===== src/rtl/hazard_unit.sv =====
// hazard_unit: pipeline interlock, branch flush and operand-forward control; HAZARD_FORWARDING_EN enables forwarding.
// Latency: all controls combinational from ID inputs and the EX/MEM/WB records; records advance every cycle.
// Backpressure: stall holds PC and IF/ID and bubbles ID/EX; flush overrides stall.
module hazard_unit #(
    parameter int REG_AW = 5,
    parameter int CNT_W  = 16
) (
    input  logic              clk,
    input  logic              rst_n,
    input  logic              id_valid,
    input  logic [REG_AW-1:0] id_rs1,
    input  logic [REG_AW-1:0] id_rs2,
    input  logic [REG_AW-1:0] id_rd,
    input  logic              id_use_rs1,
    input  logic              id_use_rs2,
    input  logic              id_ruwr,
    input  logic              id_load,
    input  logic              ex_branch_taken,
    input  logic              cnt_clr,
    output logic              stall,
    output logic              flush,
    output logic              ex_bubble,
    output logic [1:0]        fwd_a,
    output logic [1:0]        fwd_b,
    output logic              id_fwd_rs1,
    output logic              id_fwd_rs2,
    output logic [CNT_W-1:0]  stall_cnt
);

    typedef struct packed {
        logic              vld;
        logic [REG_AW-1:0] rd;
        logic              wr;
        logic              ld;
        logic [REG_AW-1:0] rs1;
        logic [REG_AW-1:0] rs2;
        logic              use1;
        logic              use2;
    } ex_rec_t;

    typedef struct packed {
        logic              vld;
        logic [REG_AW-1:0] rd;
        logic              wr;
        logic              ld;
    } stg_rec_t;

    ex_rec_t          ex_q, ex_d;
    stg_rec_t         mem_q, mem_d, wb_q, wb_d;
    logic [CNT_W-1:0] cnt_q, cnt_d;

    logic id_rd1, id_rd2, hazard;
    logic unused_rec;

    // x0 is hard-wired zero, so it never counts as a produced value.
    function automatic logic produces(input logic vld, input logic wr,
                                      input logic [REG_AW-1:0] rd,
                                      input logic [REG_AW-1:0] r);
        return vld & wr & (rd != '0) & (rd == r);
    endfunction

    always_comb begin
        id_rd1     = id_valid & id_use_rs1;
        id_rd2     = id_valid & id_use_rs2;
        flush      = ex_branch_taken & ex_q.vld;
        hazard     = 1'b0;
        fwd_a      = 2'b00;
        fwd_b      = 2'b00;
        id_fwd_rs1 = 1'b0;
        id_fwd_rs2 = 1'b0;
`ifdef HAZARD_FORWARDING_EN
        unused_rec = wb_q.ld;
        hazard = ex_q.ld &
                 ((id_rd1 & produces(ex_q.vld, ex_q.wr, ex_q.rd, id_rs1)) |
                  (id_rd2 & produces(ex_q.vld, ex_q.wr, ex_q.rd, id_rs2)));
        id_fwd_rs1 = id_rd1 & produces(wb_q.vld, wb_q.wr, wb_q.rd, id_rs1);
        id_fwd_rs2 = id_rd2 & produces(wb_q.vld, wb_q.wr, wb_q.rd, id_rs2);
        if (ex_q.vld & ex_q.use1) begin
            if (produces(mem_q.vld, mem_q.wr, mem_q.rd, ex_q.rs1))
                fwd_a = 2'b01;
            else if (produces(wb_q.vld, wb_q.wr, wb_q.rd, ex_q.rs1))
                fwd_a = 2'b10;
        end
        if (ex_q.vld & ex_q.use2) begin
            if (produces(mem_q.vld, mem_q.wr, mem_q.rd, ex_q.rs2))
                fwd_b = 2'b01;
            else if (produces(wb_q.vld, wb_q.wr, wb_q.rd, ex_q.rs2))
                fwd_b = 2'b10;
        end
`else
        unused_rec = ^{wb_q.ld, ex_q.rs1, ex_q.rs2, ex_q.use1, ex_q.use2};
        // Without bypass paths the consumer waits until the producer has retired.
        hazard = (id_rd1 & (produces(ex_q.vld, ex_q.wr, ex_q.rd, id_rs1) |
                            produces(mem_q.vld, mem_q.wr, mem_q.rd, id_rs1) |
                            produces(wb_q.vld, wb_q.wr, wb_q.rd, id_rs1))) |
                 (id_rd2 & (produces(ex_q.vld, ex_q.wr, ex_q.rd, id_rs2) |
                            produces(mem_q.vld, mem_q.wr, mem_q.rd, id_rs2) |
                            produces(wb_q.vld, wb_q.wr, wb_q.rd, id_rs2)));
`endif
        stall     = hazard & ~flush;
        ex_bubble = stall | flush;
    end

    always_comb begin
        ex_d = '0;
        if (id_valid & ~ex_bubble) begin
            ex_d.vld  = 1'b1;
            ex_d.rd   = id_rd;
            ex_d.wr   = id_ruwr;
            ex_d.ld   = id_load;
            ex_d.rs1  = id_rs1;
            ex_d.rs2  = id_rs2;
            ex_d.use1 = id_use_rs1;
            ex_d.use2 = id_use_rs2;
        end
        mem_d.vld = ex_q.vld;
        mem_d.rd  = ex_q.rd;
        mem_d.wr  = ex_q.wr;
        mem_d.ld  = ex_q.ld;
        wb_d      = mem_q;

        cnt_d = cnt_q;
        if (cnt_clr)
            cnt_d = '0;
        else if (stall && (cnt_q != {CNT_W{1'b1}}))
            cnt_d = cnt_q + CNT_W'(1);
    end

    always_ff @(posedge clk or negedge rst_n) begin
        if (!rst_n) begin
            ex_q  <= '0;
            mem_q <= '0;
            wb_q  <= '0;
            cnt_q <= '0;
        end else begin
            ex_q  <= ex_d;
            mem_q <= mem_d;
            wb_q  <= wb_d;
            cnt_q <= cnt_d;
        end
    end

    assign stall_cnt = cnt_q;

endmodule


===== config.mk =====
export PLATFORM = sky130hd
export DESIGN_NAME = hazard_unit
export DESIGN_NICKNAME = d
export VERILOG_FILES = /design/src/rtl/hazard_unit.sv
export SDC_FILE = /design/constraint.sdc
export NUM_CORES = 1
export LEC_CHECK = 0
export CORE_MARGIN = 2
export CORE_UTILIZATION = 45
export DETAILED_ROUTE_END_ITERATION = 6
export GPL_TIMING_DRIVEN = 0
export PLACE_DENSITY = 0.79
export SLEW_MARGIN = 10
export SYNTH_ARGS = -nofsm -noshare
export SYNTH_HDL_FRONTEND = slang
export SYNTH_SLANG_ARGS = --single-unit

===== constraint.sdc =====
create_clock -name clk -period 2.1 [get_ports clk]
set_input_delay 0.525 -clock clk [delete_from_list [all_inputs] [get_ports clk]]
set_output_delay 0.525 -clock clk [all_outputs]
set_load 0.005 [all_outputs]

==> results.json <==
{
  "run_status": "finished, violations left",
  "violations": "negative setup slack",
  "antenna_found_initial": 0,
  "final_nets": 296,
  "io_buffers": 40,
  "seq_power_share_pct": 46.9,
  "synthXorXnorAreaFrac_pct": 14.2,
  "cpPeakStageDelay_ns": 0.56,
  "synth-simple-area-share_pct": 22.4,
  "cp_num_buf_inv": 2,
  "synth-compound-area-share_pct": 7.02,
  "r2r_end": "stall_cnt[11]",
  "dpl.cell_count": 293,
  "crit_chain": "or4_4, o211ai_4, nor4_4, nor3_1, o22a_1, buf_4, nand2_2, buf_2",
  "initialDrtViolationCount": 164,
  "drt_wl_total_um": 5660,
  "pwr-share-clk_pct": 38.9,
  "fin_crit_sh_pct": 134,
  "insertedDiodeCount": 0,
  "dpl.hpwl_um": 3290,
  "htree_levels": 2,
  "max_freq_mhz": 355,
  "cp-start-kind": "flip-flop",
  "arrival_ns": 2.29,
  "drive_above_1_share_pct": 33.8,
  "avgSynthCellArea_um2": 10.4,
  "synth_flop_cell": "dfrtp_1",
  "setup_viol": 26,
  "tightestPinTransition_ns": 0.814,
  "synthAdderAreaFrac_pct": 0.616,
  "ff2ff_setup_slack_ns": -0.49,
  "num_io_pins": 49,
  "synth-edff-count": 0,
  "place_congestion": 0.859,
  "grt_pass1_vias": 1717,
  "power_frac_comb_pct": 14.3,
  "synth.top_cell.area_share_pct": 45.6,
  "grt_pass1_wl_um": 8440,
  "grt_usage_pct": 21.4,
  "vdd_ir_drop_max_v": 0.000408,
  "max-clock-path-buffers": 2,
  "r2r_cells": 9,
  "crit_family": "simple AND/OR/NAND/NOR gates",
  "critPathCaptureType": "output port",
  "synth_top_area_cell": "dfrtp_1",
  "ys_seq_area_share_pct": 45.6,
  "clock-sinks": 37,
  "start_util_pct": 46.7,
  "clock_latency_ns": 0.30,
  "design_area_mm2": 0.00308,
  "crit_slowest_cell": "or4_4",
  "crit_path_max_fanout": 3,
  "fp.dieW_um": 71.2,
  "synth_area_mm2": 0.00203,
  "synth_cell_type_count": 36,
  "instances_no_fill": 324,
  "drcViolationCount": 0,
  "clkTransAtPathRegs_ns": 0.08,
  "die-area_mm2": 0.00507,
  "yosysMostFrequentCell": "dfrtp_1",
  "synth_top_family_by_area": "simple AND/OR/NAND/NOR gates",
  "p_sw_share_pct": 25.7,
  "p_leak_nw": 1.34,
  "hp-class": "input pin to async pin",
  "vias": 1823,
  "syn_inst": 196,
  "p_int_mw": 1.21,
  "cts_tree": "built",
  "placedInstanceArea_mm2": 0.00252,
  "grt_start_max_net_pins": 38,
  "row_count": 24,
  "root_buffer": "clkbuf_8",
  "p_switching_mw": 0.417,
  "core-area_mm2": 0.00435,
  "synthTopCellsByArea": "dfrtp_1 46%, xnor2_1 8.2%, xor2_1 6.0%",
  "areaGrowthSynthToFinish_pct": 51.4,
  "drt-pass1-iter-count": 4,
  "ant_nets": 0,
  "critical_path_class": "flip-flop to output port",
  "synth-seq-cells": 37,
  "cap_violations": 0,
  "power.density_mw_per_mm2": 528,
  "final.setup.worst_slack_ns": -0.716,
  "wl_per_cell_um": 17.5,
  "finalPower_mw": 1.62,
  "globalRouteOverflowTotal": 0,
  "die_h_um": 71.2,
  "skew_ns": 0.00617,
  "final_hold_viol_count": 0,
  "required_ns": 1.57,
  "synthTopCellsByCount": "37 x dfrtp_1, 19 x xnor2_1, 18 x nor2_1",
  "vias_per_cell": 5.63,
  "rsz0062_at_grt": "true",
  "reg2reg_from": "wb_q[5]",
  "cts_buffers": 5,
  "finalCriticalPeriod_ns": 2.82,
  "synthArstFlopShare_pct": 100,
  "relSlewSlack_pct": 45.7,
  "cts_hold_buf": 0,
  "synth_mux_area_share_pct": 5.48,
  "finalMaxSlewViolations": 0,
  "fillers": 273,
  "place_ws_ns": -1.30,
  "ys_warn_count": 0
}
-- worst max path at each step --
| stage | slack [ns] | startpoint | depth (start not counted) | end |
|---|---|---|---|---|
| after floorplan | -0.16 | wb_q[3] | 8 | stall_cnt[11] |
| after global placement | -1.29 | id_rs1[0] | 8 | stall |
| after detailed placement | -1.30 | id_rs1[0] | 8 | stall |
| after CTS | -0.68 | wb_q[5] | 8 | ex_bubble |
| after global routing | -0.77 | wb_q[5] | 8 | ex_bubble |
| final | -0.72 | wb_q[5] | 8 | ex_bubble |
-- logic make-up after synthesis --
logic type,after synthesis
xor gates and xnor gates,33
other,1
muxes,10
adders and majority gates,1
and+or+nand+nor,82
DFF,37
buffers and inverters,16
AOI/OAI and AO/OA,16
-- cell type report --
class	count	area (µm²)	area share [%]
plain buffers	12	86.3	2.81
clock inverters	3	46.3	1.51
repair buffers	63	566	18.4
clock buffers	5	68.8	2.24
well taps	52	65.1	2.12
flip-flops and latches	37	926	30.1
multi-input cells	148	1300	42.4
inverters	4	15.0	0.488
-- layer usage --
metal  vias up  part of all wire (%)  GRT usage (%)  wire, µm
met5         -                     0              0         0
met4         0                   1.7           7.97        98
met3        12                   7.0           4.42       397
met2        79                    51           34.4      2880
met1       904                    40           28.7      2280
li1        828                     -              -         -
-- power groups by stage --
stage                     Combinational [mW]  Sequential, mW  Clock [mW]
after floorplan                       0.0937           0.769           0
after global placement                 0.176           0.774           0
after detailed placement               0.178           0.775           0
after CTS                              0.209           0.757       0.630
after global routing                   0.250           0.762       0.667
final                                  0.232           0.760       0.631
-- stage by stage --
| stage | setup TNS [ns] | hold slack (ns) | utilization (%) |
|---|---|---|---|
| after floorplan | -0.997 | 0.229 | - |
| after global placement | -30.07 | 0.381 | 57.9 |
| after detailed placement | -19.35 | 0.379 | 57.8 |
| after CTS | -6.42 | 0.341 | 65.2 |
| after global routing | -10.76 | 0.377 | 70.6 |
| final | -9.11 | 0.315 | 70.6 |
-- worst register-to-register path, delay by kind of cell (launching register included) --
family	cells	cell delay [ns]
buf+inv	2	0.32
compound gates	2	0.54
mux	1	0.31
simple gates	4	0.90
flops	1	0.40
-- placed cells by master (no fill, tap or decap), types with 4 or more instances in the layout --
cell type,instances
xnor2_1,12
buf_2,4
and2_1,8
buf_4,23
clkdlybuf4s50_1,27
conb_1,6
nor2b_1,8
nand4_1,7
nor2_1,18
nand3_2,4
mux2_4,9
and3_1,6
nand2_1,7
xnor2_2,7
dfrtp_1,37
clkbuf_8,5
buf_6,7
xor2_1,14
-- sequential cells by signal, indices dropped and copies added (netlist names) --
signal / count
stall_cnt: 16
wb_q: 7
ex_q: 7
mem_q: 7
-- what timing repair did --
action | CTS | global route
resized for setup | 45 | 41
pin swaps | 15 | 20
setup buffers | 16 | 7
setup endpoints to repair | 26 | 26
gates cloned | 0 | 0
No activity file was read; power rests on OpenSTA's default activity.
==> variant, RTL diff (same settings) <==
Add a define of `HAZARD_FORWARDING_EN`.
--- a/src/rtl/hazard_unit.sv
+++ b/src/rtl/hazard_unit.sv
@@ -2,4 +2,6 @@
 // Latency: all controls combinational from ID inputs and the EX/MEM/WB records; records advance every cycle.
 // Backpressure: stall holds PC and IF/ID and bubbles ID/EX; flush overrides stall.
+`define HAZARD_FORWARDING_EN
+
 module hazard_unit #(
     parameter int REG_AW = 5,
Formal check against the unedited RTL: not equivalent (a bounded check fails within 4 cycles, from zero or initial values and one cycle with rst_n low).
==> variant against the original RTL <==
- the run still ends with setup timing left
- die area rose by 23%
- global-route usage rose by 0.80 points
- cell area rose by 24%
- via count rose by 19%
- routed wire length rose by 26%
- setup slack improved by 0.36 ns
- total power rose by 16%
- synthesized area rose by 24%
- sequential cell count rose by 13
- combinational power rose by 19%
- clock power fell by 10%
- sequential share of layout area rose by 2.8 points
- critical path type unchanged
- highest routed layer unchanged
==> variant: results <==
group,metric,value,unit
synth,synth_commonest_cells,"dfrtp_1 (50), xor2_1 (24), xnor2_1 (23)",
power,switching_share,0.270,
placed_design,dp_hpwl,4090,um
sta,slew_headroom,0.681,
global_routing,grt_pass1_wl,10800,um
run_status,failed_checks,"setup timing",
layout,largest_reg_flops,20,
sta,hold_ws,0.156,ns
layout,layout-drive-gt1-share,0.364,
drt,wl_met2,3690,um
placed_design,dp.cells,354,
synth,muxShareOfSynthArea,0.0204,
sta,finalSetupViolCount,24,
synth,synth-adder-area-share,0.00497,
synth,synth-compound-area-share,0.0363,
worst_setup_path,cp_slowest_cell,"or4_1",
clock_tree,clk_pin_slew_worst_paths,0.10,ns
sta,fin_skew,0.00685,ns
placed_design,portBuffers,48,
run_status,status,"complete, but fails checks",
synth,synthDistinctLibCells,41,
synth,yosysSeqAreaShare,0.497,
sta,setup_ws,-0.356,ns
worst_setup_path,slowest_delay,0.52,ns
worst_setup_path,r2r_start,"ex_q[17]",
sta,fin_setup_tns,-4.05,ns
drt,wl_met3,295,um
power,ir_worst_vdd,0.526,mV
power,power_leakage,1.68,nW
## variant: changes by cell type after synthesis, moves of 4 or more
cell and change:
nor2b_1 -5, and2_1 +10, dfrtp_1 +13, clkbuf_1 +4, xor2_1 +10, xnor2_1 +4
mux2_1 -8, buf_4 -6
## variant: repair_timing
| item | in CTS | in global routing |
|---|---|---|
| setup buffers | 32 | 17 |
| pin swaps | 41 | 24 |
| resized for setup | 100 | 24 |
| endpoints found under the setup margin | 43 | 33 |
## variant: cells by family after synthesis
logic type / count (synthesis)
compound gates: 13
xor+xnor: 47
mux: 4
simple gates: 104
flops: 50
buf+inv: 14
fa+ha+maj: 1
## variant: area by class of cell
cell class,count,area share
Clock inverter,3,0.00556
Inverter,4,0.00392
Buffer,4,0.00686
Tap cell,72,0.0235
Sequential cell,50,0.330
Timing Repair Buffer,97,0.225
Multi-Input combinational cell,169,0.388
Clock buffer,5,0.0180
## variant: per-layer routing
| layer | vias up | track usage |
|---|---|---|
| met4 | 0 | 0.0621 |
| met3 | 8 | 0.0364 |
| met5 | - | 0 |
| li1 | 990 | - |
| met1 | 1104 | 0.301 |
| met2 | 67 | 0.373 |
## variant: power by group through the flow
stage	combinational [mW]	clock, mW	sequential (mW)
after floorplan	0.116	0	1.04
after global placement	0.211	0	1.05
after detailed placement	0.219	0	1.05
after CTS	0.254	0.574	1.03
after global routing	0.298	0.616	1.04
final	0.276	0.567	1.04
## variant: how the worst max path moves through the flow
stage | endpoint | slack [ns] | cells past startpoint
floorplan | stall_cnt[6] | 0.02 | 8
global placement | ex_bubble | -1.05 | 6
detailed placement | ex_bubble | -1.05 | 6
CTS | fwd_a[1] | -0.36 | 6
global route | fwd_a[1] | -0.46 | 6
finish | fwd_a[1] | -0.36 | 6
